**config.mk**
```make
export PLATFORM = sky130hd
export DESIGN_NAME = voice_gate_allocator
export DESIGN_NICKNAME = d
export VERILOG_FILES = /design/src/rtl/voice_gate_allocator_pkg.sv /design/src/rtl/voice_gate_allocator_slot.sv /design/src/rtl/voice_gate_allocator.sv
export SDC_FILE = /design/constraint.sdc
export NUM_CORES = 1
export LEC_CHECK = 0
export ABC_AREA = 1
export CAP_MARGIN = 20
export CORE_ASPECT_RATIO = 1.25
export CORE_MARGIN = 2
export CORE_UTILIZATION = 63
export CTS_CLUSTER_DIAMETER = 30
export DETAILED_ROUTE_END_ITERATION = 7
export GPL_ROUTABILITY_DRIVEN = 0
export PLACE_DENSITY = 0.86
export SYNTH_ARGS = -nofsm -noshare
export SYNTH_HDL_FRONTEND = slang
export SYNTH_SLANG_ARGS = --single-unit
```
**constraint.sdc**
```tcl
create_clock -name Clock -period 4.7 [get_ports Clock]
set_clock_uncertainty 0.2 [all_clocks]
set_input_delay 0.47 -clock Clock [delete_from_list [all_inputs] [get_ports Clock]]
set_output_delay 0.47 -clock Clock [all_outputs]
set_load 0.005 [all_outputs]
```
**src/rtl/voice_gate_allocator_pkg.sv**
```systemverilog
// Shared encodings for the voice gate allocator: voice states, control FSM
// states and the decision recorded during the search cycle.
package voice_gate_allocator_pkg;

  localparam int NOTE_W_DEFAULT = 7;

  typedef enum logic [1:0] {
    V_FREE      = 2'b00,
    V_HELD      = 2'b01,
    V_RETRIG    = 2'b10,
    V_RELEASING = 2'b11
  } voice_state_e;

  typedef enum logic [1:0] {
    C_IDLE   = 2'b00,
    C_SEARCH = 2'b01,
    C_APPLY  = 2'b10
  } ctrl_state_e;

  typedef enum logic [1:0] {
    ACT_NONE   = 2'b00,
    ACT_LOAD   = 2'b01,
    ACT_RETRIG = 2'b10,
    ACT_OFF    = 2'b11
  } act_e;

endpackage

```
**src/rtl/voice_gate_allocator_slot.sv**
```systemverilog
// One voice: tracks its lifecycle (free / held / retrigger gap / releasing),
// the note it holds, how long its gate has been high and a deferred note-off.
module voice_slot
  import voice_gate_allocator_pkg::*;
#(
  parameter int NOTE_W     = NOTE_W_DEFAULT,
  parameter int MIN_GATE   = 16,
  parameter int RETRIG_LOW = 2
) (
  input  logic              clk,
  input  logic              reset,
  input  logic              running,
  input  logic              cmd_load,
  input  logic              cmd_retrig,
  input  logic              cmd_off,
  input  logic [NOTE_W-1:0] load_note,
  output voice_state_e      state,
  output logic [NOTE_W-1:0] note,
  output logic              gate,
  output logic              active
);

  voice_state_e      state_q, state_d;
  logic [NOTE_W-1:0] note_q, note_d;
  logic [7:0]        age_q, age_d;
  logic [3:0]        rcnt_q, rcnt_d;
  logic              pend_q, pend_d;

  // Voice state registers, cleared to a free, silent voice on reset.
  always_ff @(posedge clk) begin
    if (reset) begin
      state_q <= V_FREE;
      note_q  <= '0;
      age_q   <= '0;
      rcnt_q  <= '0;
      pend_q  <= 1'b0;
    end else begin
      state_q <= state_d;
      note_q  <= note_d;
      age_q   <= age_d;
      rcnt_q  <= rcnt_d;
      pend_q  <= pend_d;
    end
  end

  // Allocator commands override the voice's own progression for that cycle.
  always_comb begin
    state_d = state_q;
    note_d  = note_q;
    age_d   = age_q;
    rcnt_d  = rcnt_q;
    pend_d  = pend_q;
    if (cmd_load) begin
      state_d = V_HELD;
      note_d  = load_note;
      age_d   = '0;
      pend_d  = 1'b0;
    end else if (cmd_retrig) begin
      state_d = V_RETRIG;
      note_d  = load_note;
      rcnt_d  = 4'(RETRIG_LOW - 1);
      pend_d  = 1'b0;
    end else begin
      case (state_q)
        V_FREE: begin
        end
        V_HELD: begin
          if (age_q != 8'd255) age_d = age_q + 8'd1;
          if ((cmd_off || pend_q) && (age_q >= 8'(MIN_GATE))) begin
            state_d = V_RELEASING;
            pend_d  = 1'b0;
          end else if (cmd_off) begin
            pend_d = 1'b1;
          end
        end
        V_RETRIG: begin
          if (cmd_off) pend_d = 1'b1;
          if (rcnt_q == 4'd0) begin
            state_d = V_HELD;
            age_d   = '0;
          end else begin
            rcnt_d = rcnt_q - 4'd1;
          end
        end
        V_RELEASING: begin
          if (!running) state_d = V_FREE;
        end
      endcase
    end
  end

  assign state  = state_q;
  assign note   = note_q;
  assign gate   = (state_q == V_HELD);
  assign active = (state_q != V_FREE);

endmodule

```
**src/rtl/voice_gate_allocator.sv**
```systemverilog
// Note-event to voice allocator: accepts one event, searches the voices for a
// match / free / releasing / steal target, then applies the decision.
module voice_gate_allocator
  import voice_gate_allocator_pkg::*;
#(
  parameter int NUM_VOICES = 4,
  parameter int NOTE_W     = NOTE_W_DEFAULT,
  parameter int MIN_GATE   = 16,
  parameter int RETRIG_LOW = 2
) (
  input  logic                       Clock,
  input  logic                       Reset,
  input  logic                       EventValid,
  output logic                       EventReady,
  input  logic                       EventOn,
  input  logic [NOTE_W-1:0]          EventNote,
  input  logic [NUM_VOICES-1:0]      Running,
  output logic [NUM_VOICES-1:0]      Gate,
  output logic [NUM_VOICES*NOTE_W-1:0] VoiceNote,
  output logic [NUM_VOICES-1:0]      VoiceActive,
  output logic                       Stolen
);

  localparam int IDX_W = (NUM_VOICES > 1) ? $clog2(NUM_VOICES) : 1;

  ctrl_state_e       ctrl_q, ctrl_d;
  logic              ready_q, ready_d;
  logic              ev_on_q, ev_on_d;
  logic [NOTE_W-1:0] ev_note_q, ev_note_d;
  act_e              act_q, act_d;
  logic [IDX_W-1:0]  tgt_q, tgt_d;
  logic              steal_q, steal_d;
  logic [IDX_W-1:0]  ptr_q, ptr_d;
  logic              stolen_q, stolen_d;

  voice_state_e      slot_state [NUM_VOICES];
  logic [NOTE_W-1:0] slot_note  [NUM_VOICES];
  logic [NUM_VOICES-1:0] cmd_load, cmd_retrig, cmd_off;

  logic             accept;
  logic             has_match, has_free, has_rel;
  logic [IDX_W-1:0] match_idx, free_idx, rel_idx;

  assign accept = EventValid && ready_q;

  // Control state, captured event, registered decision and steal pointer.
  always_ff @(posedge Clock) begin
    if (Reset) begin
      ctrl_q    <= C_IDLE;
      ready_q   <= 1'b0;
      ev_on_q   <= 1'b0;
      ev_note_q <= '0;
      act_q     <= ACT_NONE;
      tgt_q     <= '0;
      steal_q   <= 1'b0;
      ptr_q     <= '0;
      stolen_q  <= 1'b0;
    end else begin
      ctrl_q    <= ctrl_d;
      ready_q   <= ready_d;
      ev_on_q   <= ev_on_d;
      ev_note_q <= ev_note_d;
      act_q     <= act_d;
      tgt_q     <= tgt_d;
      steal_q   <= steal_d;
      ptr_q     <= ptr_d;
      stolen_q  <= stolen_d;
    end
  end

  // Control sequence: accept in IDLE, decide in SEARCH, update in APPLY.
  always_comb begin
    ctrl_d = ctrl_q;
    case (ctrl_q)
      C_IDLE:   if (accept) ctrl_d = C_SEARCH;
      C_SEARCH: ctrl_d = C_APPLY;
      C_APPLY:  ctrl_d = C_IDLE;
      default:  ctrl_d = C_IDLE;
    endcase
  end

  // Priority search (lowest index wins) and decision capture.
  always_comb begin
    has_match = 1'b0;
    has_free  = 1'b0;
    has_rel   = 1'b0;
    match_idx = '0;
    free_idx  = '0;
    rel_idx   = '0;
    for (int i = NUM_VOICES - 1; i >= 0; i--) begin
      if (((slot_state[i] == V_HELD) || (slot_state[i] == V_RETRIG)) &&
          (slot_note[i] == ev_note_q)) begin
        has_match = 1'b1;
        match_idx = IDX_W'(i);
      end
      if (slot_state[i] == V_FREE) begin
        has_free = 1'b1;
        free_idx = IDX_W'(i);
      end
      if (slot_state[i] == V_RELEASING) begin
        has_rel = 1'b1;
        rel_idx = IDX_W'(i);
      end
    end

    ev_on_d   = accept ? EventOn : ev_on_q;
    ev_note_d = accept ? EventNote : ev_note_q;
    act_d     = act_q;
    tgt_d     = tgt_q;
    steal_d   = steal_q;
    ptr_d     = ptr_q;

    if (ctrl_q == C_SEARCH) begin
      steal_d = 1'b0;
      act_d   = ACT_NONE;
      tgt_d   = '0;
      if (ev_on_q) begin
        if (has_match) begin
          act_d = ACT_RETRIG;
          tgt_d = match_idx;
        end else if (has_free) begin
          act_d = ACT_LOAD;
          tgt_d = free_idx;
        end else if (has_rel) begin
          act_d = ACT_LOAD;
          tgt_d = rel_idx;
        end else begin
          act_d   = ACT_RETRIG;
          tgt_d   = ptr_q;
          steal_d = 1'b1;
        end
      end else if (has_match) begin
        act_d = ACT_OFF;
        tgt_d = match_idx;
      end
    end

    if ((ctrl_q == C_APPLY) && steal_q) begin
      ptr_d = (ptr_q == IDX_W'(NUM_VOICES - 1)) ? '0 : ptr_q + IDX_W'(1);
    end
  end

  // Handshake, steal pulse and per-voice commands issued in APPLY.
  always_comb begin
    ready_d    = (ctrl_d == C_IDLE);
    stolen_d   = (ctrl_q == C_APPLY) && steal_q;
    cmd_load   = '0;
    cmd_retrig = '0;
    cmd_off    = '0;
    for (int i = 0; i < NUM_VOICES; i++) begin
      if ((ctrl_q == C_APPLY) && (tgt_q == IDX_W'(i))) begin
        cmd_load[i]   = (act_q == ACT_LOAD);
        cmd_retrig[i] = (act_q == ACT_RETRIG);
        cmd_off[i]    = (act_q == ACT_OFF);
      end
    end
  end

  for (genvar g = 0; g < NUM_VOICES; g++) begin : g_slot
    voice_slot #(
      .NOTE_W    (NOTE_W),
      .MIN_GATE  (MIN_GATE),
      .RETRIG_LOW(RETRIG_LOW)
    ) u_slot (
      .clk       (Clock),
      .reset     (Reset),
      .running   (Running[g]),
      .cmd_load  (cmd_load[g]),
      .cmd_retrig(cmd_retrig[g]),
      .cmd_off   (cmd_off[g]),
      .load_note (ev_note_q),
      .state     (slot_state[g]),
      .note      (slot_note[g]),
      .gate      (Gate[g]),
      .active    (VoiceActive[g])
    );
    assign VoiceNote[g*NOTE_W +: NOTE_W] = slot_note[g];
  end

  assign EventReady = ready_q;
  assign Stolen     = stolen_q;

endmodule

```
==> impl_metrics.toml, run 1 <==
[routing]
routed-via-count = 5986
drt-initial-drc-count = 368
drt_first_pass_iters = 7
avgRoutedWirePerCell_um = 12.9
postRouteAntennaNets = 0
drt-vias-per-instance = 5.40
drc_errors = 0
wl_mm = 14.3

[grt]
grt_pass1_wl_mm = 23.3
antenna_found_initial = 0
gr-total-overflow = 0
grt_pass1_vias = 5370
grt_usage = 0.264
grt_max_degree = 47

[cts]
hold_buffers = 0
cts_tree = "yes"
cts_max_level = 3
clock_sinks = 107
cts_setup_buffers = 0
cts_root_buf = "clkbuf_16"
cts_resized = 0
worstSkewPairLatency_ns = 0.36
clk_pin_slew_worst_paths_ns = 0.07
numCtsBuffers = 9
clockBufferDepth = 2

[floorplan]
placementRows = 41
core_region_area_um2 = 10000
die_h_um = 117
fp.dieW_um = 94.2
initial_core_util = 0.640
die_area_um2 = 11000
ios = 53

[logic_synthesis]
ys_types = 49
synth_fp_nets = 983
yosys-top-cells-count = "nand2_1 (231), inv_1 (111), dfxtp_1 (107)"
synth_ff_type = "dfxtp_1"
ys_top_cells_by_area = "dfxtp_1 (33%), nand2_1 (14%), a21oi_1 (6.8%), ha_1 (6.6%), inv_1 (6.5%)"
syn-mean-instance-area_um2 = 6.86
syn_area_um2 = 6410
ys_seq_elements = 107
synthCells = 934
synth.most_common_cell = "nand2_1"
yosys.area.top_type = "dfxtp_1"
yosysSeqAreaShare = 0.334
synth_top_area_share = 0.334
synth_edf_count = 0
yosys_warnings = 0
synthArstFlopShare = 0

[timing]
period_minus_slack_ns = 2.38
whs_ns = 0.275
maxSlewViolCount = 0
slew-limit-headroom = 0.515
fin_crit_sh = 0.506
setup_viol = 0
tightest_slew_ns = 0.728
setup_slack_ns = 2.32
rsz0062_at_grt = "false"
final.setup.tns_ns = 0
fmax_ghz = 0.421
finalHoldViolCount = 0

[worst_setup_path]
cp_slowest_cell = "clkdlybuf4s50_1"
worst_setup_path_start_kind = "register"
rr_worst_depth = 11
cp_max_fo = 5
crit_chain = "inv_1, ha_1, inv_1, clkdlybuf4s50_1"
crit_type = "register to primary output"
cp-end-kind = "primary output"
path_buf_inv = 3
worstPathRequired_ns = 4.03
worst_path_most_repeated_cell = "inv_1"
crit_path_max_incr_delay_ns = 0.50
cp.arrival_ns = 1.71
path_delay_family = "buffers and inverters"
path_depth = 4

[cells_and_area]
antennaDiodeCount = 0
num-fill-cells = 805
drive_gt1_frac = 0.0889
utilization = 0.722
nNetsFinal = 1023
areaGrowthSynthToFinish_pct = 12.7

[power_and_ir_drop]
power.density_nw_per_um2 = 395
total_leakage_power_nw = 3.07
peakVddDrop_mv = 0.236

[hold_path]
min_path_cells = 2
min_path_type = "register to register"

[placement]
dp_slack_ns = 2.09
port_buffers = 52
dpl.hpwl_mm = 10.3

[run_status]
outcome = "finished clean"

[flow_run]
cap_violations = 0
-- cell usage in the layout (no fill, tap or decap), types with 4 or more instances in the layout --
cell,count
nor4_1,4
nand4_1,14
nand2_4,5
dfxtp_1,107
inv_1,111
nand3_1,44
a21oi_2,6
nor2_4,4
nand2_1,231
nand3b_1,6
o21ai_1,16
xor2_1,19
nand2_2,8
inv_6,5
clkdlybuf4s50_1,52
clkbuf_16,9
o21ai_2,4
inv_2,20
ha_1,34
nor3_1,10
or2_1,4
o21ai_0,51
nor2_1,86
a21oi_1,87
nor2_2,6
-- worst paths after layout --
path                               from                         end  slack [ns]
min          g_slot[1].u_slot.rcnt_q[1]  g_slot[1].u_slot.rcnt_q[1]        0.27
max reg2reg   g_slot[0].u_slot.state[0]   g_slot[0].u_slot.state[0]        2.51
min reg2reg  g_slot[1].u_slot.rcnt_q[1]  g_slot[1].u_slot.rcnt_q[1]        0.27
max           g_slot[1].u_slot.state[0]              VoiceActive[1]        2.32
-- routing by layer --
| metal | vias up | track usage | routed length, um |
|---|---|---|---|
| li1 | 3082 | - | - |
| met5 | - | 0 | 0 |
| met4 | 0 | 0.0976 | 327 |
| met3 | 28 | 0.0529 | 604 |
| met2 | 156 | 0.455 | 7030 |
| met1 | 2720 | 0.326 | 6330 |
-- state kept, by name, indices dropped and copies added (netlist names) --
signal / flops
g_slot.u_slot.age_q: 32
g_slot.u_slot.note: 28
g_slot.u_slot.rcnt_q: 16
g_slot.u_slot.state: 8
ev_note_q: 7
g_slot.u_slot.pend_q: 4
act_q: 2
ctrl_q: 2
ptr_q: 2
tgt_q: 2
EventReady: 1
Stolen: 1
ev_on_q: 1
steal_q: 1
-- kinds of logic after synthesis --
| logic type | synth area share |
|---|---|
| and+or+nand+nor | 0.312 |
| DFF | 0.334 |
| xor gates and xnor gates | 0.0273 |
| AOI/OAI and AO/OA | 0.153 |
| adders and majority gates | 0.0664 |
| buffers and inverters | 0.106 |
-- worst reg2reg max path, delay by kind of cell (launching register included) --
family | cells | cell delay, ns
simple gates | 6 | 0.54
fa+ha+maj | 1 | 0.34
flops | 1 | 0.37
compound gates | 1 | 0.40
buf+inv | 3 | 0.25
-- where the power goes --
part	leakage (nW)	switching (mW)	total, mW	internal, mW
clock	0.145	0.373	0.748	0.374
combinational	2.06	0.670	1.05	0.383
sequential	0.866	0.0784	1.05	0.973
total	3.07	1.12	2.85	1.73
-- metrics by stage --
step | area [um^2] | std cells | total power [mW]
2_1_floorplan | 6410 | 934 | 1.86
3_3_place_gp | 6930 | 1092 | 2.08
3_5_place_dp | 6930 | 1092 | 2.10
4_1_cts | 7220 | 1108 | 2.84
5_1_grt | 7220 | 1108 | 3.04
6_report | 7220 | 1108 | 2.85
-- cell type report --
type                    count  area (um^2)  share of cell area
clock buffers               9          225              0.0312
multi-input cells         668         3580               0.496
clock inverters             7         62.6             0.00866
repair buffers             54          536              0.0742
flip-flops and latches    107         2140               0.297
well taps                 129          161              0.0224
inverters                 134          510              0.0707
(Power assumes the default switching activity.)
==> run 2: changes to the inputs <==
CORE_UTILIZATION = 53   (was 63)
PLACE_DENSITY = 0.77   (was 0.86)
clock period = 1.98 ns   (was 4.7 ns; I/O delays follow)
==> run 2 against run 1 <==
Effect of this change:
- total power rose to 2.6 times the previous value
- final cell count increased by 5.4%
- critical path depth down 1
- non-clock buffer count up 28
- sequential share of layout area decreased by 1.5 points
- flip-flop and latch count unchanged
- combinational power grew to 2.7 times the previous value
- die area grew 18%
==> impl_metrics.toml, run 2 (synthesis results as in run 1) <==
[run_status]
outcome = "finished clean"

[worst_setup_path]
cp_max_fo = 6
crit_type = "register to primary output"
cp-end-kind = "primary output"
cp.arrival_ns = 1.54
worstPathRequired_ns = 1.58
worst_setup_path_start_kind = "register"
reg2reg_slack_ns = 0.10
cp-startpoint = "g_slot[2].u_slot.state[1]"
r2r_end = "g_slot[2].u_slot.age_q[1]"
rr_worst_depth = 10
rr_startpoint = "g_slot[2].u_slot.state[0]"

[routing]
drt-vias-per-instance = 5.16
drt-initial-drc-count = 233
postRouteAntennaNets = 0
avgRoutedWirePerCell_um = 13.0
drc_errors = 0
wl_mm = 15.2
routed-via-count = 6025
drt_first_pass_iters = 5

[cts]
cts_max_level = 3
clockBufferDepth = 2
cts_tree = "yes"
clk_pin_slew_worst_paths_ns = 0.08
hold_buffers = 0
worstSkewPairLatency_ns = 0.35
numCtsBuffers = 9
cts_root_buf = "clkbuf_16"
clock_sinks = 107

[hold_path]
min_from = "EventNote[3]"
min_path_cells = 3
hold_end = "ev_note_q[3]"
min_path_type = "primary input to register"

[cells_and_area]
seqCellArea_um2 = 2160
largest-register = "g_slot.u_slot.age_q"
fin_area_um2 = 7680
multi_input_area_um2 = 3710
drive_gt1_frac = 0.149
areaGrowthSynthToFinish_pct = 19.8
final_cell_mix = "nand2_1 (231), inv_1 (105), dfxtp_1 (95)"
nNetsFinal = 1051
num-fill-cells = 1022
stdcell_count = 1168
largest_reg_flops = 32
final_common_cell = "nand2_1"
antennaDiodeCount = 0

[timing]
rsz0062_at_grt = "true"
fin_crit_sh = 0.977
setup_viol = 0
whs_ns = 0.260
finalHoldViolCount = 0
period_minus_slack_ns = 1.93
tightest_slew_ns = 0.537
fmax_ghz = 0.517
maxSlewViolCount = 0
slew-limit-headroom = 0.641

[floorplan]
die_h_um = 127
core_region_area_um2 = 11700
ios = 53
fp.dieW_um = 102
initial_core_util = 0.546
die_area_um2 = 13000
placementRows = 44

[grt]
antenna_found_initial = 0
grt_usage = 0.238
gr-total-overflow = 0
grt_pass1_vias = 5490
grt_pass1_wl_mm = 25.0
grt_max_degree = 25

[placement]
dpl.hpwl_mm = 10.9
port_buffers = 52
postPlaceCellArea_um2 = 7200
dp_cells = 1149

[flow_run]
cap_violations = 0

[power_and_ir_drop]
peakVddDrop_mv = 0.509
power.density_nw_per_um2 = 947
total_leakage_power_nw = 3.27
-- run 2: timing repair --
action / in CTS / in global routing
resized for setup: 18 / 32
buffers inserted: 2 / 1
pin swaps: 0 / 4
endpoints found under the setup margin: 8 / 25
-- run 2: worst max path at each step --
stage,to
after floorplan,g_slot[2].u_slot.age_q[1]
after global placement,act_q[0]
after detailed placement,act_q[0]
after CTS,Gate[1]
after global routing,g_slot[3].u_slot.state[1]
final,Gate[2]
-- run 2: critical path, cell delays in order (launching register included) --
cell and delay [ns]:
dfxtp_2 0.35, inv_1 0.14, ha_4 0.19, clkdlybuf4s50_1 0.50
-- run 2: power breakdown --
group	internal (mW)	total [mW]	switching, mW	leakage (nW)
clock network	1.00	1.88	0.872	0.151
registers	2.34	2.52	0.186	0.871
logic	1.15	2.87	1.72	2.24
-- run 2: cell type report --
cell class,instances,area share
clock inverters,7,0.0108
repair buffers,82,0.102
clock buffers,9,0.0293
multi-input cells,668,0.483
well taps,161,0.0262
inverters,134,0.0665
flip-flops and latches,107,0.282
-- run 2: metal layers --
| layer | global-route usage | share of wire | routed length (um) | vias to the layer above |
|---|---|---|---|---|
| li1 | - | - | - | 3121 |
| met1 | 0.297 | 0.45 | 6810 | 2715 |
| met2 | 0.404 | 0.49 | 7400 | 157 |
| met3 | 0.0375 | 0.041 | 625 | 32 |
| met4 | 0.0988 | 0.023 | 345 | 0 |
| met5 | 0 | 0 | 0 | - |
-- run 2: per-stage QoR --
step / util / total power, mW / setup slack, ns / TNS, ns
3_3_place_gp: 0.614 / 5.09 / 0.105 / 0
4_1_cts: 0.644 / 7.05 / 0.00170 / 0
6_report: 0.655 / 7.27 / 0.0458 / 0
5_1_grt: 0.655 / 7.78 / -0.0747 / -0.135
2_1_floorplan: - / 4.43 / 0.130 / 0
3_5_place_dp: 0.614 / 5.12 / 0.0665 / 0
